### src/rtl/mem_arbiter_pkg.sv
// mem_arbiter_pkg: shared FSM state and owner encodings for the SRAM arbiter
package mem_arbiter_pkg;
  localparam int CNT_W = 4;
  typedef enum logic [1:0] {
    IDLE = 2'd0,
    WAIT = 2'd1,
    RESP = 2'd2
  } state_t;
  typedef enum logic {
    INST = 1'b0,
    DATA = 1'b1
  } owner_t;
endpackage

### src/rtl/mem_arbiter.sv
// mem_arbiter: single-port SRAM arbiter between fetch and load/store, data has priority
module mem_arbiter
  import mem_arbiter_pkg::*;
#(
  parameter int LAT = 1
) (
  input  logic        clk,
  input  logic        resetn,
  input  logic        flush,
  input  logic        inst_req,
  input  logic [31:0] inst_addr,
  output logic        inst_valid,
  output logic [31:0] inst_rdata,
  input  logic        data_req,
  input  logic [3:0]  data_wen,
  input  logic [31:0] data_addr,
  input  logic [31:0] data_wdata,
  output logic        data_valid,
  output logic [31:0] data_rdata,
  output logic        sram_en,
  output logic [3:0]  sram_wen,
  output logic [31:0] sram_addr,
  output logic [31:0] sram_wdata,
  input  logic [31:0] sram_rdata,
  output logic [1:0]  stallreq
);
  localparam logic [CNT_W-1:0] CNT_INIT = CNT_W'(LAT - 1);

  state_t           state, state_nx;
  owner_t           owner;
  logic [CNT_W-1:0] cnt;
  logic             cancel;
  logic             is_load;
  logic             issue;
  logic             done;

  // reset gates the issue so no access leaks out while resetn is low
  assign issue = resetn && state == IDLE && (inst_req || data_req);
  assign done  = state == WAIT && cnt == '0;

  assign sram_en    = issue;
  assign sram_wen   = (issue && data_req) ? data_wen : 4'b0000;
  assign sram_addr  = data_req ? data_addr : inst_addr;
  assign sram_wdata = data_req ? data_wdata : 32'h0;

  // a flush in the same cycle suppresses the fetch strobe even before cancel is set
  assign inst_valid = resetn && state == RESP && owner == INST && !cancel && !flush;
  assign data_valid = resetn && state == RESP && owner == DATA;
  assign stallreq   = {data_req & ~data_valid, inst_req & ~inst_valid};

  // next-state: issue -> WAIT, counter expiry -> RESP, one response cycle -> IDLE
  always_comb begin
    state_nx = state;
    state_nx = issue ? WAIT : done ? RESP : (state == RESP) ? IDLE : state;
  end

  // state register
  always_ff @(posedge clk) begin
    if (!resetn) state <= IDLE;
    else state <= state_nx;
  end

  // access bookkeeping, flush cancel tracking and response data capture
  always_ff @(posedge clk) begin
    if (!resetn) begin
      cnt        <= '0;
      owner      <= INST;
      cancel     <= 1'b0;
      is_load    <= 1'b0;
      inst_rdata <= 32'h0;
      data_rdata <= 32'h0;
    end else begin
      if (issue) begin
        owner   <= data_req ? DATA : INST;
        is_load <= data_req ? (data_wen == 4'b0000) : 1'b1;
        cnt     <= CNT_INIT;
      end else if (state == WAIT && cnt != '0) begin
        cnt <= cnt - 1'b1;
      end
      if (issue || state == RESP) cancel <= 1'b0;
      else if (state == WAIT && owner == INST && flush) cancel <= 1'b1;
      if (done && owner == INST && !cancel && !flush) inst_rdata <= sram_rdata;
      if (done && owner == DATA && is_load) data_rdata <= sram_rdata;
    end
  end
endmodule

### config.mk
export PLATFORM = sky130hd
export DESIGN_NAME = mem_arbiter
export DESIGN_NICKNAME = d
export VERILOG_FILES = /design/src/rtl/mem_arbiter_pkg.sv /design/src/rtl/mem_arbiter.sv
export SDC_FILE = /design/constraint.sdc
export NUM_CORES = 1
export LEC_CHECK = 0
export CAP_MARGIN = 30
export CORE_AREA = 2 2 106 108
export DETAILED_ROUTE_END_ITERATION = 10
export DIE_AREA = 0 0 108 110
export DONT_BUFFER_PORTS = 1
export GPL_TIMING_DRIVEN = 1
export HOLD_SLACK_MARGIN = 0.02
export PLACE_DENSITY_LB_ADDON = 0.08
export SLEW_MARGIN = 20
export SYNTH_ARGS = -nofsm -noshare
export SYNTH_HDL_FRONTEND = slang
export SYNTH_SLANG_ARGS = --single-unit
### constraint.sdc
create_clock -name clk -period 1.82 [get_ports clk]
set_input_delay 0.182 -clock clk [delete_from_list [all_inputs] [get_ports clk]]
set_output_delay 0.182 -clock clk [all_outputs]
set_load 0.03 [all_outputs]
==> After elaboration in Yosys (flattened, before gate mapping) <==
Index checks and enable logic that the tools add are counted.
{ "op_classes": {"bitwise_logic": 6, "addsub": 1, "reduce_logical": 29, "n_eq_ne": 2, "n_mux": 8} }
{ "op_table": {"columns": ["operator", "count"], "rows": [
  ["two-way mux 32 bit", 2],
  ["logical AND 1 bit", 17],
  ["zero test 4 bit", 2],
  ["two-way mux 2 bit", 2],
  ["two-way mux 4 bit", 1],
  ["inverter 1 bit", 4],
  ["nonzero test 4 bit", 1],
  ["OR reduction 2 bit", 2],
  ["subtractor 4 x 1 -> 4 bit (second input constant)", 1],
  ["two-way mux 1 bit", 3],
  ["nonzero test 3 bit", 1],
  ["bitwise AND 1 bit", 2],
  ["equality test 2 x 1 -> 1 bit (second input constant)", 1],
  ["equality test 2 bit (second input constant)", 1],
  ["zero test 1 bit", 2],
  ["zero test 2 bit", 1],
  ["logical OR 1 bit", 2],
  ["nonzero test 2 bit", 1]
]} }
{ "word_totals": {"output_inout_bits": 137, "elab_cells": 54, "register_bits": 73, "in_bits": 137} }

==> Longest topological paths before layout <==
{ "logic_depth": {"word_depth": 7, "mapped_depth": 6} }

==> Worst setup path before layout <==
No wires, ideal clock.
{ "synth_timing": {"path_type": "register to register", "from": "register cnt[0]", "to": "register data_rdata[0]", "arrival_ns": 1.393, "required_time_ns": 1.694, "path_slack_ns": 0.300, "path_buffers": 1, "path_stages_with_launch": 7, "setup_time_ns": 0.126, "path_cell_list": "dfxtp_1 > inv_1 > ha_1 > nor3b_4 > nand4_2 > buf_2 > mux2i_1"} }
{ "synth_via": {"elab_chain_cells": 4} }
{ "synth_lines": {"columns": ["item", "line", "text"], "rows": [
  ["start: declaration", "mem_arbiter.sv:31", "logic [CNT_W-1:0] cnt;"],
  ["start signal: assignment", "mem_arbiter.sv:78", "cnt <= cnt - 1'b1;"],
  ["zero test 4 bit", "mem_arbiter.sv:39", "assign done = state == WAIT && cnt == '0;"],
  ["logical AND 1 bit", "mem_arbiter.sv:39", null],
  ["logical AND 1 bit (2 in series)", "mem_arbiter.sv:83", "if (done && owner == DATA && is_load) data_rdata <= sram_rdata;"],
  ["end signal: assignment", "mem_arbiter.sv:83", null],
  ["end: declaration", "mem_arbiter.sv:19", "output logic [31:0] data_rdata,"]
]} }
Every way passes these cells.
A chain may end at the register's enable or synchronous reset.

==> Worst setup path after layout <==
{ "layout_timing": {"from": "register state[1]", "to": "output sram_en"} }
{ "layout_via": {"elab_chain_cells": 3} }
{ "layout_lines": {"columns": ["item", "line", "text"], "rows": [
  ["start: declaration", "mem_arbiter.sv:29", "state_t state, state_nx;"],
  ["start signal: assignment", "mem_arbiter.sv:60", "else state <= state_nx;"],
  ["zero test 2 bit", "mem_arbiter.sv:38", "assign issue = resetn && state == IDLE && (inst_req || data_req);"],
  ["logical AND 1 bit (2 in series)", "mem_arbiter.sv:38", null],
  ["end: declaration", "mem_arbiter.sv:20", "output logic sram_en,"]
]} }
Every way passes these cells.

==> results_dict.tcl <==
set metrics [dict create \
    outcome "finished, final reports clean" \
    path_max_fanout 8 \
    hold_depth 2 \
    gr-max-usage-layer "met2" \
    maxSlewHeadroom 0.5246 \
    start_util 0.3250 \
    area_growth_pct 22.49 \
    dieArea_um2 11880 \
    die_x_um 108 \
    max_freq_mhz 583.1 \
    dr.pass1.iters 4 \
    clkLatencyLatePin_ns 0.34 \
    synth-edff-count 0 \
    place_congestion 0.7666 \
    syn_inst 373 \
    dpl_cell_area_um2 3618 \
    synth_top_area_frac 0.4203 \
    vdd_ir_drop_max_v 0.0004043 \
    p_leak_nw 1.987 \
    ant_nets 0 \
    cts_sinks 73 \
    grt_pass1_vias 2716 \
    grt_max_degree 79 \
    n_antenna_cell 0 \
    grt_overflow 0 \
    synth_fp_nets 512 \
    clock_skew_ns 0.003608 \
    whs_ns 0.03300 \
    ys_seq_elements 73 \
    clockBufferDepth 2 \
    drc 0 \
    ys.flop_type "dfxtp_1" \
    gr-usage-met1 0.1920 \
    final_max_slew_viol_count 0 \
    post-route-min-period_ns 1.715 \
    synth.top_cells.by_area "dfxtp_1 42%, mux2i_1 18%, mux2_2 10%" \
    rrSetupSlack_ns 0.19 \
    grt_usage 0.1734 \
    post-synth-top-area-cell "dfxtp_1" \
    clockRootBuffer "clkbuf_8" \
    io_buffer_count 0 \
    setup_tns_ns 0 \
    async_flop_share 0 \
    timing.final.crit_share 0.9424 \
    vias_per_cell 4.957 \
    dp_hpwl_um 7826 \
    design.core.area_um2 10700 \
    fin_nets 547 \
    die_h_um 110 \
    crit_type "reg -> out" \
    grt_use_met3 0.05879 \
    vias 2736 \
    finalHoldViolCount 0 \
    synth_cell_types 32 \
    ys_seq_area_frac 0.4203 \
    syn_area_um2 3477 \
    reg2reg_depth 6 \
    wl_per_cell_um 19.91 \
    cts_tree "built" \
    finalSetupViolations 0 \
    layout-drive-gt1-share 0.1505 \
    grt_first_pass_wirelength_um 15190 \
    syn_area_per_cell_um2 9.322 \
    drv_cap 0 \
    arrival_ns 1.53 \
    rr_endpoint "data_rdata[15]" \
    rsz0062_at_grt "false" \
    power_density_nw_per_um2 893.7 \
    whs_endpoint "inst_rdata[13]" \
    wl_um 10990 \
    start_kind "register" \
    hp-class "in -> reg" \
    nFillCells 1109 \
    reg2reg_from "cnt[0]" \
    num_rows 38 \
    ios 274 \
    ys_warn_count 0 \
    tightest_slew_ns 0.7105 \
    antenna_found_initial 0 \
    required_ns 1.64 \
    endpoint_kind "primary output" \
    cts-buffers-inserted 9 \
    drtIter0Drc 99 \
    min_from "resetn" \
    grt_use_met2 0.3059 \
    cts.reportedPaths.clkPinSlew_ns 0.07 \
    startpoint "state[1]" \
    htree_levels 3 \
    layout.cell_area.non_filler_um2 4259 \
]
## layer usage
| metal | wire length (µm) | share of wire | up-vias |
|---|---|---|---|
| met3 | 917 | 0.083 | 13 |
| li1 | - | - | 1315 |
| met5 | 0 | 0 | - |
| met4 | 191 | 0.017 | 0 |
| met1 | 4262 | 0.39 | 1271 |
| met2 | 5622 | 0.51 | 137 |
## power by group
group | switching [mW] | total (mW) | internal [mW] | leakage, nW
Clock | 0.592 | 1.29 | 0.697 | 0.102
Sequential | 0.152 | 1.81 | 1.66 | 0.591
Combinational | 0.453 | 0.705 | 0.252 | 1.29
Total | 1.20 | 3.81 | 2.61 | 1.99
## logic make-up (layout without fill, tap and decap cells)
| group | after synthesis | in the layout | synth area share |
|---|---|---|---|
| XOR/XNOR | 1 | 1 | 0.002519 |
| adder cells (fa/ha/maj) | 2 | 2 | 0.007196 |
| AO/OA/AOI/OAI | 15 | 15 | 0.02699 |
| AND/OR/NAND/NOR | 156 | 156 | 0.2177 |
| multiplexers | 96 | 96 | 0.2879 |
| buffers and inverters | 30 | 69 | 0.03742 |
| flip-flops | 73 | 73 | 0.4203 |
## worst max path at each step
stage | end | cells after the start
6_report | sram_en | 2
5_1_grt | stallreq[0] | 4
4_1_cts | sram_wen[3] | 3
3_5_place_dp | data_rdata[15] | 6
3_3_place_gp | data_rdata[25] | 6
2_1_floorplan | data_rdata[0] | 6
## flip-flops by register name (all words and copies together) (netlist names)
signal      cells
state           2
data_rdata     32
is_load         1
inst_rdata     32
owner           1
cnt             4
cancel          1
## per-stage QoR
stage               power (mW)    util  setup WS, ns  instances
CTS                      3.852  0.3974       0.01253        552
global placement         2.456  0.3382        0.2548        495
finish                   3.806  0.3981        0.1049        552
floorplan                2.391       -        0.3003        373
global route             3.960  0.3981       0.01021        552
detailed placement       2.459  0.3382        0.1909        495
## critical path, cell delays in order, from the launching register on
cell and delay (ns):
dfxtp_1 0.37, o21bai_1 0.24, nor2_1 0.58
## final cells by class
| type | instances | area, µm² | share of cell area |
|---|---|---|---|
| clock inverter | 3 | 40.04 | 0.009401 |
| tap | 140 | 175.2 | 0.04113 |
| multi-input combinational | 270 | 1893 | 0.4445 |
| timing repair buffer | 49 | 515.5 | 0.1210 |
| inverter | 5 | 18.77 | 0.004407 |
| sequential | 73 | 1461 | 0.3431 |
| clock buffer | 12 | 155.1 | 0.03643 |
## cells in the final DEF, fill, tap and decap left out
cell type	n
nand2_1	96
dfxtp_1	73
mux2i_1	64
dlygate4sd3_1	41
and2_1	32
mux2_2	32
clkbuf_8	11
inv_1	5
o21ai_0	5
buf_4	5
and2_2	4
a21oi_1	4
and3_1	3
or3_1	3
nand2b_1	2
nor2_1	2
nor3_1	2
nor2b_1	2
nand3b_1	2
o21a_1	2
or4_1	2
ha_1	2
clkinv_2	2
buf_12	2
o21bai_1	1
nor2b_2	1
nor3b_4	1
and2b_1	1
nand4_2	1
xor2_1	1
a211oi_1	1
nand3_2	1
a221oi_1	1
nand4_1	1
o211a_1	1
clkbuf_1	1
bufinv_16	1
buf_16	1
## Yosys cell counts (3+ instances only)
library cell  number
nor2b_1            3
mux2_2            32
dfxtp_1           73
or3_1              3
and3_1             3
buf_1              4
nand2_1           96
mux2i_1           64
clkbuf_1          13
buf_4              3
inv_1              5
a21oi_1            4
buf_2              5
and2_1            36
o21ai_0            5
## repair_timing
action	CTS	global route
hold buffers	42	0
hold endpoints to repair	69	0
setup endpoints to repair	0	4
setup buffers	0	0
resized for setup	0	5
Note: power is estimated with default switching activity, not from simulation.
